File: src/rtl/mem_arbiter.sv
// ============================================================================
// Module   : mem_arbiter
// Purpose  : Single-port bus arbiter between instruction fetch and data memory,
//            one transaction at a time, with per-requester stalls and timeout.
// Revision : 1.0 - initial release
// ============================================================================
`default_nettype none

module mem_arbiter #(
    parameter int DATA_WIDTH     = 32,
    parameter int ADDR_WIDTH     = 32,
    parameter int TIMEOUT_CYCLES = 255
) (
    input  logic                    clk,
    input  logic                    rst,
    input  logic                    i_if_req,
    input  logic [ADDR_WIDTH-1:0]   i_if_addr,
    output logic [DATA_WIDTH-1:0]   o_if_rdata,
    output logic                    o_if_valid,
    output logic                    o_stall_IF,
    input  logic                    i_dm_req,
    input  logic                    i_dm_we,
    input  logic [ADDR_WIDTH-1:0]   i_dm_addr,
    input  logic [DATA_WIDTH-1:0]   i_dm_wdata,
    input  logic [DATA_WIDTH/8-1:0] i_dm_be,
    output logic [DATA_WIDTH-1:0]   o_dm_rdata,
    output logic                    o_dm_valid,
    output logic                    o_stall_MEM,
    output logic                    o_bus_req,
    output logic                    o_bus_we,
    output logic [ADDR_WIDTH-1:0]   o_bus_addr,
    output logic [DATA_WIDTH-1:0]   o_bus_wdata,
    output logic [DATA_WIDTH/8-1:0] o_bus_be,
    input  logic                    i_bus_ack,
    input  logic [DATA_WIDTH-1:0]   i_bus_rdata,
    output logic                    o_err
);

    localparam int BE_W  = DATA_WIDTH / 8;
    // The counter only has to reach TIMEOUT_CYCLES-1 before the abort fires.
    localparam int CNT_W = (TIMEOUT_CYCLES > 1) ? $clog2(TIMEOUT_CYCLES) : 1;
    localparam logic [CNT_W-1:0] c_cnt_last =
        CNT_W'((TIMEOUT_CYCLES > 0) ? TIMEOUT_CYCLES - 1 : 0);

    typedef enum logic [1:0] {
        S_IDLE = 2'd0,
        S_BUSY = 2'd1,
        S_RESP = 2'd2
    } state_t;

    state_t                r_state;
    state_t                w_next;
    logic                  r_gnt_dm;
    logic                  r_last_dm;
    logic                  r_we;
    logic                  r_to;
    logic [ADDR_WIDTH-1:0] r_addr;
    logic [DATA_WIDTH-1:0] r_wdata;
    logic [BE_W-1:0]       r_be;
    logic [DATA_WIDTH-1:0] r_if_rdata;
    logic [DATA_WIDTH-1:0] r_dm_rdata;
    logic [CNT_W-1:0]      r_cnt;
    logic                  w_grant_dm;
    logic                  w_timeout;

    // On a tie the requester that did not win last time is granted.
    assign w_grant_dm = i_dm_req & (~i_if_req | ~r_last_dm);
    assign w_timeout  = (TIMEOUT_CYCLES != 0) && (r_cnt == c_cnt_last);

    always_comb begin
        w_next = r_state;
        case (r_state)
            S_IDLE:  if (i_if_req || i_dm_req) w_next = S_BUSY;
            S_BUSY:  if (i_bus_ack || w_timeout) w_next = S_RESP;
            S_RESP:  w_next = S_IDLE;
            default: w_next = S_IDLE;
        endcase
    end

    always_ff @(posedge clk) begin
        if (rst) begin
            r_state    <= S_IDLE;
            r_gnt_dm   <= 1'b0;
            r_last_dm  <= 1'b0;
            r_we       <= 1'b0;
            r_to       <= 1'b0;
            r_addr     <= '0;
            r_wdata    <= '0;
            r_be       <= '0;
            r_if_rdata <= '0;
            r_dm_rdata <= '0;
            r_cnt      <= '0;
        end else begin
            r_state <= w_next;
            case (r_state)
                S_IDLE: begin
                    if (i_if_req || i_dm_req) begin
                        r_gnt_dm <= w_grant_dm;
                        r_addr   <= w_grant_dm ? i_dm_addr : i_if_addr;
                        r_we     <= w_grant_dm & i_dm_we;
                        r_wdata  <= w_grant_dm ? i_dm_wdata : '0;
                        r_be     <= w_grant_dm ? i_dm_be : '1;
                        r_cnt    <= '0;
                        r_to     <= 1'b0;
                    end
                end
                S_BUSY: begin
                    if (i_bus_ack) begin
                        if (!r_gnt_dm)  r_if_rdata <= i_bus_rdata;
                        else if (!r_we) r_dm_rdata <= i_bus_rdata;
                    end else if (w_timeout) begin
                        // Aborted reads return zero; a write leaves read data alone.
                        r_to <= 1'b1;
                        if (!r_gnt_dm)  r_if_rdata <= '0;
                        else if (!r_we) r_dm_rdata <= '0;
                    end else begin
                        r_cnt <= r_cnt + CNT_W'(1);
                    end
                end
                S_RESP: r_last_dm <= r_gnt_dm;
                default: ;
            endcase
        end
    end

    assign o_bus_req   = (r_state == S_BUSY);
    assign o_bus_we    = (r_state == S_BUSY) & r_we;
    assign o_bus_addr  = r_addr;
    assign o_bus_wdata = r_wdata;
    assign o_bus_be    = r_be;

    assign o_if_valid  = (r_state == S_RESP) & ~r_gnt_dm;
    assign o_dm_valid  = (r_state == S_RESP) &  r_gnt_dm;
    assign o_err       = (r_state == S_RESP) &  r_to;
    assign o_if_rdata  = r_if_rdata;
    assign o_dm_rdata  = r_dm_rdata;

    assign o_stall_IF  = i_if_req & ~o_if_valid;
    assign o_stall_MEM = i_dm_req & ~o_dm_valid;

endmodule

`default_nettype wire
File: config.mk
export PLATFORM = sky130hd
export DESIGN_NAME = mem_arbiter
export DESIGN_NICKNAME = d
export VERILOG_FILES = /design/src/rtl/mem_arbiter.sv
export SDC_FILE = /design/constraint.sdc
export NUM_CORES = 1
export LEC_CHECK = 0
export ABC_AREA = 1
export BUFFER_PORTS_ARGS = -buffer_cell sky130_fd_sc_hd__buf_4
export CORE_ASPECT_RATIO = 0.75
export CORE_UTILIZATION = 30
export CTS_BUF_LIST = sky130_fd_sc_hd__clkbuf_4 sky130_fd_sc_hd__clkbuf_8
export DETAILED_ROUTE_END_ITERATION = 7
export GPL_TIMING_DRIVEN = 0
export SYNTH_ARGS = -nofsm -noshare
export SYNTH_HDL_FRONTEND = slang
export SYNTH_SLANG_ARGS = --single-unit
File: constraint.sdc
create_clock -name clk -period 1.65 [get_ports clk]
set_clock_uncertainty 0.1 [all_clocks]
set_input_delay 0.33 -clock clk [delete_from_list [all_inputs] [get_ports clk]]
set_output_delay 0.33 -clock clk [all_outputs]
set_load 0.1 [all_outputs]
==> results of run 1 <==
## routing by layer
layer / vias to the layer above / global-route usage (%) / part of all wire [%]
li1: 3520 / - / -
met1: 3212 / 27.1 / 46
met2: 192 / 32.3 / 46
met3: 11 / 7.16 / 7.7
met4: 0 / 3.85 / 0.60
met5: - / 0 / 0
## flip-flops by register name (all words and copies together), names as in the netlist
name         count
o_bus_addr      32
o_bus_wdata     32
o_dm_rdata      32
o_if_rdata      32
r_cnt            8
o_bus_be         4
r_state          2
r_gnt_dm         1
r_last_dm        1
r_to             1
r_we             1
## repair_timing
action / 4_1_cts / 5_1_grt
resized for setup: 60 / 139
setup endpoints to repair: 129 / 136
setup buffers: 12 / 13
endpoints found under the hold margin: 2 / 0
pin swaps: 7 / 30
hold buffers: 2 / 0
cloned: 0 / 9
## path summary, 6_finish.rpt
path | from | end | slack, ns | cells past startpoint
max | r_state[1]$_SDFFE_PP0P_ | o_stall_IF | -0.17 | 6
min | i_dm_be[0] | o_bus_be[0]$_SDFFE_PP0P_ | 0.04 | 3
min reg2reg | o_bus_wdata[7]$_SDFFE_PP0P_ | o_bus_wdata[7]$_SDFFE_PP0P_ | 0.37 | 2
max reg2reg | r_cnt[0]$_SDFFE_PP0P_ | o_dm_rdata[13]$_SDFFE_PP0P_ | -0.08 | 11
## placed cells by master, fill, tap and decap left out, drive strengths merged
master,n
bufinv,4
clkinvlp,1
clkbuf,58
nand3,83
a21oi,55
nor2,146
inv,66
a31oi,32
nand4,5
nand2,257
o21ai,40
nor3b,1
clkinv,5
dlygate4sd3,2
ha,2
buf,333
or2,1
dfxtp,146
## through the flow
| step | util (%) | cell area, µm² | power (W) | setup TNS [ns] |
|---|---|---|---|---|
| 4_1_cts | 46.7 | 9480 | 0.0107 | -1.02 |
| 3_3_place_gp | 42.8 | 8700 | 0.00735 | -17.05 |
| 2_1_floorplan | - | 6280 | 0.00644 | -0.654 |
| 3_5_place_dp | 42.8 | 8700 | 0.00737 | -18.17 |
| 5_1_grt | 50.4 | 10200 | 0.0113 | -6.56 |
| 6_report | 50.4 | 10200 | 0.0109 | -1.54 |
## power groups by stage
stage	registers (W)	clock network (W)	logic, W
after CTS	0.00392	0.00330	0.00348
final	0.00393	0.00323	0.00370
after global routing	0.00396	0.00347	0.00389
after detailed placement	0.00399	0	0.00337
after floorplan	0.00560	0	0.000835
after global placement	0.00399	0	0.00336
## cells by family after synthesis
logic type	Yosys count	share of synthesized area [%]
simple gates	492	32.6
compound gates	127	10.8
fa+ha+maj	2	0.400
buf+inv	128	9.47
flops	146	46.8
## worst max-delay path, delay by kind of cell, from the launching register on
| kind | cells | cell delay (ns) |
|---|---|---|
| buffers and inverters | 4 | 0.36 |
| flip-flops | 1 | 0.34 |
| AO/OA/AOI/OAI | 1 | 0.13 |
| AND/OR/NAND/NOR | 1 | 0.11 |
## layout make-up
cell class,count,share of cell area (%)
timing repair buffer,310,25.3
inverter,67,2.75
clock inverter,9,1.48
sequential,146,28.7
clock buffer,23,2.97
tap,282,3.44
buffer,60,4.29
multi-input combinational,622,31.0
==> summary.txt, run 1 <==
Setup path
  – Kind of critical path: flip-flop to output pin
  – Critical Path AT: 1.39 ns
  – Most frequent CP cell: inv_2
  – Crit end category: output pin
  – Crit path largest cell delay: roughly 0.34 ns
  – Slowest CP cell: dfxtp_2
  – Crit start category: flip-flop
  – Crit-path max FO: 5
  – Critical path cell sequence: inv_2 -> nor2_4 -> inv_4 -> o21ai_2 -> inv_2 -> buf_12
  – Worst EP required: 1.22 ns

Pwr
  – Peak supply drop: 528 µV
  – Int Power: ~0.0066 W
  – Combinational share of power: approximately 34%
  – Clock Power Share: 29.7%
  – Switch Pwr: 0.00421 W
  – Leak: 4.88 nW
  – Sw Ratio: roughly 39%
  – Register share of total power: 36.2%
  – Cell Pwr Density: approximately 1100 mW/mm²

Synthesis
  – Share of the synthesized area in the top cell type: 46.8%
  – Top_reg_cell synth: dfxtp_1
  – Post-synth EDFFs: 0
  – Cell count after synthesis: approximately 900
  – Mapped Area: approximately 0.0062 mm²
  – Avg Synthesized Cell Area: 6.98 µm²
  – Post-synthesis cell type count: 27
  – Synth async-reset ratio: 0%
  – Mapped Nets: 1,035
  – Seq/Total Area, Yosys: about 47%
  – Synth area leaders: dfxtp_1, nand2_1, nor2_1, nand3_1, a21oi_1
  – Synth warnings: 0
  – Count leader, synth: nand2_1
  – Post-synth top cells: nand2_1, dfxtp_1, nor2_1, nand3_1, inv_1
  – Yosys reg bits: between 100 and 150
  – Largest area contributor in the netlist: dfxtp_1

STA
  – Max-slew violations: 0
  – Tmin final: between 1.5 and 2 ns
  – Achievable clock frequency: around 550 MHz
  – Hold Slack: ~0.037 ns
  – Rel. slew slack: about 56%
  – Final worst setup slack: -0.165 ns
  – Final period utilization: 110%
  – Hold Vio Cnt, Final: 0
  – # setup viols final: 47
  – RSZ-0062 raised after global routing: true
  – Worst Tran Pin Value: roughly 0.66 ns

Global routing
  – Number of global-route vias before repair: ~6,400
  – Largest net degree at the start of global routing: 17
  – Total grt overflow: 0
  – Total GRT Usage: between 20% and 30%
  – First-pass GRT wire length: roughly 35,000 µm
  – Initial antenna violation count: 0

Placement
  – I/O Buffers: around 280
  – Routability cong.: around 0.80
  – Detailed placement HPWL: ~17,000 µm
  – DP Cell Count: roughly 1,500
  – Pre-CTS setup slack: -0.283 ns

Layout
  – Diode count: 0
  – Multi-input logic area: approximately 0.0032 mm²
  – Post-Layout Cell Count: between 1,500 and 2,000
  – Register area: a little under 0.003 mm²
  – Area delta synth->final: 63.9%
  – Fin nets: roughly 1,400
  – Fillers: between 2,000 and 2,500
  – Fraction of layout cells with a size suffix above 1: around two fifths

Die
  – Floorplan row count: 45
  – I/O Pins: 277
  – Die Ht: about 130 µm
  – CORE AREA: a little over 0.02 mm²
  – Die Width: 169 µm
  – Die area: roughly 0.021 mm²
  – Starting Density: a little under a third

Worst hold path
  – Hold Crit Class: input pin to flip-flop

CTS
  – CTS max path bufs: 2
  – Clk root buf: clkbuf_8
  – Clock Sinks: 146
  – CTS tree: built
  – Clock slew at reported path FFs: 0.08 ns
  – Clock latency on the worst-skew pair: approximately 0.43 ns
  – Total clock buffers created by CTS: 17
  – H-tree Lvls: 4

Detailed routing
  – Router iterations before antenna repair: 5
  – WL final: ~23,000 µm
  – Iteration-0 DRC count of the detailed router: 482
  – DRC: 0
  – DR vias/cell: around 4.6
  – Routed len/inst: between 15 and 20 µm
  – Via count: between 6,000 and 7,000
  – Routed Antenna Nets: 0

Run status
  – Status: finished with violations
  – Failing checks: negative setup slack

Run
  – Max Cap Viol: 0
(Power assumes the default switching activity.)
==> inputs of run 2 (changes only) <==
--- a/config.mk
+++ b/config.mk
@@ -12,6 +12,7 @@
 export CTS_BUF_LIST = sky130_fd_sc_hd__clkbuf_4 sky130_fd_sc_hd__clkbuf_8
 export DETAILED_ROUTE_END_ITERATION = 7
 export GPL_TIMING_DRIVEN = 0
+export PLACE_DENSITY_LB_ADDON = 0.2
 export SYNTH_ARGS = -nofsm -noshare
 export SYNTH_HDL_FRONTEND = slang
 export SYNTH_SLANG_ARGS = --single-unit
==> constraint.sdc (replaced) <==
create_clock -name clk -period 2.27 [get_ports clk]
set_clock_uncertainty 0.1 [all_clocks]
set_input_delay 0.454 -clock clk [delete_from_list [all_inputs] [get_ports clk]]
set_output_delay 0.454 -clock clk [all_outputs]
set_load 0.1 [all_outputs]
==> summary.txt, run 2 (synthesis gave the netlist of run 1 again) <==
Die
  – Starting Density: 30.7%
  – Die Width: roughly 170 µm
  – Floorplan row count: 45
  – Die area: 0.0214 mm²
  – CORE AREA: a little over 0.02 mm²
  – I/O Pins: around 280
  – Die Ht: around 130 µm

Run
  – Max Cap Viol: 0

Setup path
  – Crit-path max FO: 5
  – Kind of critical path: flip-flop to output pin
  – Critical Path AT: between 1.5 and 2 ns
  – Crit end category: output pin
  – Crit start category: flip-flop
  – Worst EP required: 1.72 ns

Global routing
  – First-pass GRT wire length: 33,400 µm
  – Total grt overflow: 0
  – Number of global-route vias before repair: between 6,000 and 7,000
  – Largest net degree at the start of global routing: 23
  – Initial antenna violation count: 0
  – Total GRT Usage: between 20% and 30%

Pwr
  – Combinational share of power: about 32%
  – Clock Power Share: roughly 30%
  – Switch Pwr: 0.00301 W
  – Int Power: around 0.0046 W
  – Leak: between 4 and 5 nW
  – Sw Ratio: ~40%
  – Register share of total power: between 30% and 40%
  – Cell Pwr Density: about 830 mW/mm²
  – Peak supply drop: between 300 and 400 µV

Placement
  – Pre-CTS setup slack: -0.0557 ns
  – Routability cong.: approximately 0.83
  – Detailed placement HPWL: 16,300 µm
  – I/O Buffers: ~280

Detailed routing
  – Routed Antenna Nets: 0
  – Routed len/inst: ~15 µm
  – Via count: 6,725
  – DR vias/cell: 4.54
  – DRC: 0
  – Iteration-0 DRC count of the detailed router: ~430
  – Router iterations before antenna repair: 6
  – WL final: 21,500 µm

STA
  – Achievable clock frequency: around 470 MHz
  – Final worst setup slack: approximately 0.15 ns
  – Worst Tran Pin Value: between 0.6 and 0.7 ns
  – Rel. slew slack: 53.3%
  – # setup viols final: 0
  – Max-slew violations: 0
  – Hold Vio Cnt, Final: 0
  – Tmin final: around 2.1 ns
  – Final period utilization: 93.3%
  – RSZ-0062 raised after global routing: false

Layout
  – Fin nets: about 1,300
  – Area delta synth->final: 45.8%
  – Most frequent cells in the layout: buf_4, nand2_1, dfxtp_1
  – Diode count: 0
  – Fraction of layout cells with a size suffix above 1: between 20% and 30%
  – Final core utilization: 44.8%
  – Leading cell type in the layout, fill and taps excluded: buf_4

CTS
  – Clock slew at reported path FFs: ~0.09 ns
  – CTS max path bufs: 2
  – CTS tree: built
  – H-tree Lvls: 4
  – Clock Sinks: between 100 and 150
  – Clk root buf: clkbuf_8
  – Total clock buffers created by CTS: 17
  – Clock latency on the worst-skew pair: ~0.44 ns
  – Total setup buffers inserted after CTS: 0

Worst hold path
  – Hold Crit Class: input pin to flip-flop

Run status
  – Status: completed
[run 2: cell count changes in the layout (fill, tap and decap cells not counted), moves of 12 or more]
cell     change
buf_4       -19
nand3_1     +20
nand2_1     +28
nor2_2      -12
nand3_2     -20
nor2_1      +27
nand2_2     -19
nor2_4      -15
[run 2: cell type report]
class,count,area (µm²)
fillers,2155,11200
clock inverters,12,179
plain buffers,59,324
inverters,67,262
repair buffers,275,2070
flip-flops and latches,146,2920
clock buffers,19,255
well taps,282,353
multi-input cells,621,2750
[run 2: worst paths after layout]
path                                             startpoint                           to  slack [ns]  cells past startpoint
worst max-delay path                r_state[1]$_SDFFE_PP0P_                   o_if_valid        0.15                      5
worst min-delay path                             i_dm_be[0]     o_bus_be[0]$_SDFFE_PP0P_        0.14                      3
worst max register to register        r_cnt[1]$_SDFFE_PP0P_  o_dm_rdata[18]$_SDFFE_PP0P_        0.46                     10
worst min register to register  o_bus_wdata[8]$_SDFFE_PP0P_  o_bus_wdata[8]$_SDFFE_PP0P_        0.37                      2
[run 2: metrics by stage]
stage / hold slack, ns / cell area [µm²] / TNS (ns) / power (W) / instances
global placement: 0.354 / 8680 / -0.0484 / 0.00534 / 1452
detailed placement: 0.359 / 8680 / -0.0557 / 0.00534 / 1452
floorplan: 0.344 / 6260 / 0 / 0.00467 / 895
global route: 0.107 / 9110 / 0 / 0.00793 / 1481
CTS: 0.112 / 9100 / 0 / 0.00765 / 1481
finish: 0.136 / 9110 / 0 / 0.00758 / 1481
[run 2: per-layer routing]
| metal | track usage (%) | up-vias | wire (µm) |
|---|---|---|---|
| met1 | 26.0 | 3059 | 9920 |
| met2 | 31.4 | 206 | 9570 |
| met4 | 5.88 | 0 | 385 |
| met5 | 0 | - | 0 |
| met3 | 6.78 | 22 | 1640 |
| li1 | - | 3438 | - |
[run 2: worst max-delay path, cell delays in order (launching register included)]
cell and delay (ns):
dfxtp_1 0.39, inv_2 0.08, nor2_2 0.14, inv_2 0.09, nor2_2 0.11, buf_4 0.30
[run 2: timing repair]
item,4_1_cts,5_1_grt
resized for setup,1,6
endpoints found under the setup margin,2,5
hold buffers,0,0
[run 2: power by group through the flow]
| stage | combinational [W] | sequential, W | clock, W |
|---|---|---|---|
| 2_1_floorplan | 0.000600 | 0.00407 | 0 |
| 3_3_place_gp | 0.00244 | 0.00290 | 0 |
| 3_5_place_dp | 0.00244 | 0.00290 | 0 |
| 4_1_cts | 0.00244 | 0.00285 | 0.00237 |
| 5_1_grt | 0.00257 | 0.00287 | 0.00249 |
| 6_report | 0.00243 | 0.00285 | 0.00230 |
==> inputs of run 3 (changes only) <==
==> constraint.sdc (replaced) <==
create_clock -name clk -period 1.8 [get_ports clk]
set_clock_uncertainty 0.1 [all_clocks]
set_input_delay 0.36 -clock clk [delete_from_list [all_inputs] [get_ports clk]]
set_output_delay 0.36 -clock clk [all_outputs]
set_load 0.1 [all_outputs]
==> summary.txt, run 3 (synthesis gave the netlist of run 1 again) <==
STA
  – Achievable clock frequency: approximately 530 MHz
  – Tmin final: between 1.5 and 2 ns
  – Final period utilization: 104%
  – Sum Neg Setup Slack: -0.180 ns
  – RSZ-0062 raised after global routing: true
  – Worst Tran Pin Value: 0.612 ns
  – Hold Vio Cnt, Final: 0
  – Max-slew violations: 0
  – Final worst setup slack: -0.0707 ns
  – Rel. slew slack: 59.2%
  – # setup viols final: 5

Die
  – Starting Density: 30.7%
  – CORE AREA: approximately 0.020 mm²
  – Die Ht: about 130 µm
  – Die area: approximately 0.021 mm²
  – Floorplan row count: 45
  – I/O Pins: approximately 280
  – Die Width: 169 µm

Setup path
  – Crit end category: output pin
  – Reg2reg path depth: 11
  – Worst EP required: approximately 1.3 ns
  – Critical Path AT: around 1.4 ns
  – Worst reg2reg path endpoint: o_dm_rdata[17]$_SDFFE_PP0P_
  – Crit-path max FO: 5
  – Crit Reg-Reg Startpoint: r_cnt[0]$_SDFFE_PP0P_
  – Kind of critical path: flip-flop to output pin
  – Crit start category: flip-flop
  – R2R setup slack: 0.14 ns

Detailed routing
  – Via count: 6,736
  – Router iterations before antenna repair: 7
  – WL final: between 20,000 and 25,000 µm
  – Routed len/inst: ~14 µm
  – DRC: 0
  – M1 WL: around 10,000 µm
  – DR vias/cell: approximately 4.5
  – Met3 Wirelength: around 1600 µm
  – Routed Antenna Nets: 0
  – Iteration-0 DRC count of the detailed router: 442
  – Met2 routed WL: 9750 µm
  – Highest routed layer: met4

Run status
  – Status: finished with violations
  – Failing checks: negative setup slack

Layout
  – Diode count: 0
  – Fraction of layout cells with a size suffix above 1: roughly a third
  – Leading cell type in the layout, fill and taps excluded: buf_4
  – Area delta synth->final: 51.0%
  – Fillers: 2,112
  – Most frequent cells in the layout: buf_4, nand2_1, dfxtp_1
  – Fin nets: 1,342

CTS
  – H-tree Lvls: 4
  – CTS max path bufs: 2
  – CTS tree: built
  – Cts hold-fix bufs: 0
  – Total clock buffers created by CTS: 17
  – Clk root buf: clkbuf_8
  – Clock Sinks: around 150
  – Clock slew at reported path FFs: about 0.08 ns
  – Clock latency on the worst-skew pair: between 0.4 and 0.5 ns

Pwr
  – Peak supply drop: a little over 500 µV
  – Power Total: a little under 0.01 W
  – Cell Pwr Density: roughly 1000 mW/mm²
  – Leak: 4.61 nW

Placement
  – I/O Buffers: between 200 and 300
  – Routability cong.: about 0.82
  – Pre-CTS setup slack: -0.189 ns
  – Detailed placement HPWL: roughly 16,000 µm

Global routing
  – Initial antenna violation count: 0
  – Largest net degree at the start of global routing: 17
  – First-pass GRT wire length: around 34,000 µm
  – Number of global-route vias before repair: approximately 6,200
  – Total GRT Usage: between 20% and 30%
  – Total grt overflow: 0

Run
  – Max Cap Viol: 0

Worst hold path
  – Hold Crit Class: input pin to flip-flop
  – Hold Path Origin: i_dm_be[1]
  – Hold Path Sink: o_bus_be[1]$_SDFFE_PP0P_
  – Worst hold path cell count: 3
-- run 3: where the power goes --
group,internal (W),switching (W)
combinational,0.000795,0.00235
sequential,0.00346,0.000133
clock,0.00168,0.00135
total,0.00594,0.00383
-- run 3: stage by stage --
stage	utilization (%)	instance area [µm²]	instances	hold WS, ns
2_1_floorplan	-	6270	895	0.344
3_3_place_gp	42.7	8680	1452	0.353
3_5_place_dp	42.7	8680	1452	0.356
4_1_cts	45.9	9340	1489	0.00339
5_1_grt	46.4	9440	1496	0.0169
6_report	46.4	9440	1496	0.0343
-- run 3: what timing repair did --
action,4_1_cts,5_1_grt
pin swaps,3,5
resized for setup,47,16
setup buffers,6,7
endpoints found under the setup margin,7,128
cloned,0,0
-- run 3: worst max-delay path: stages, from the launching register on --
cell	delay [ns]
dfxtp_4	0.38
nor2_4	0.15
inv_4	0.09
o21ai_2	0.14
inv_2	0.05
buf_12	0.16
-- run 3: how the worst max path moves through the flow --
| stage | startpoint | endpoint | slack [ns] | cells after the start |
|---|---|---|---|---|
| after floorplan | r_gnt_dm$_SDFFE_PP0P_ | o_dm_valid | -0.26 | 4 |
| after global placement | r_gnt_dm$_SDFFE_PP0P_ | o_stall_MEM | -0.18 | 6 |
| after detailed placement | r_gnt_dm$_SDFFE_PP0P_ | o_stall_MEM | -0.19 | 6 |
| after CTS | r_gnt_dm$_SDFFE_PP0P_ | o_stall_MEM | -0.10 | 6 |
| after global routing | r_state[1]$_SDFFE_PP0P_ | o_stall_MEM | -0.15 | 6 |
| final | r_state[0]$_SDFFE_PP0P_ | o_stall_MEM | -0.07 | 5 |
-- run 3: area by class of cell --
cell class	count	area [µm²]	area share, %
buffer	61	368	3.90
clock buffer	18	248	2.63
clock inverter	13	209	2.21
inverter	67	272	2.88
multi-input combinational	621	2810	29.7
sequential	146	2930	31.1
tap	282	353	3.74
timing repair buffer	288	2250	23.8
-- run 3: metal layers --
layer	vias to the layer above	GRT usage (%)
li1	3467	-
met1	3044	26.8
met2	207	31.7
met3	18	6.63
met4	0	5.19
met5	-	0
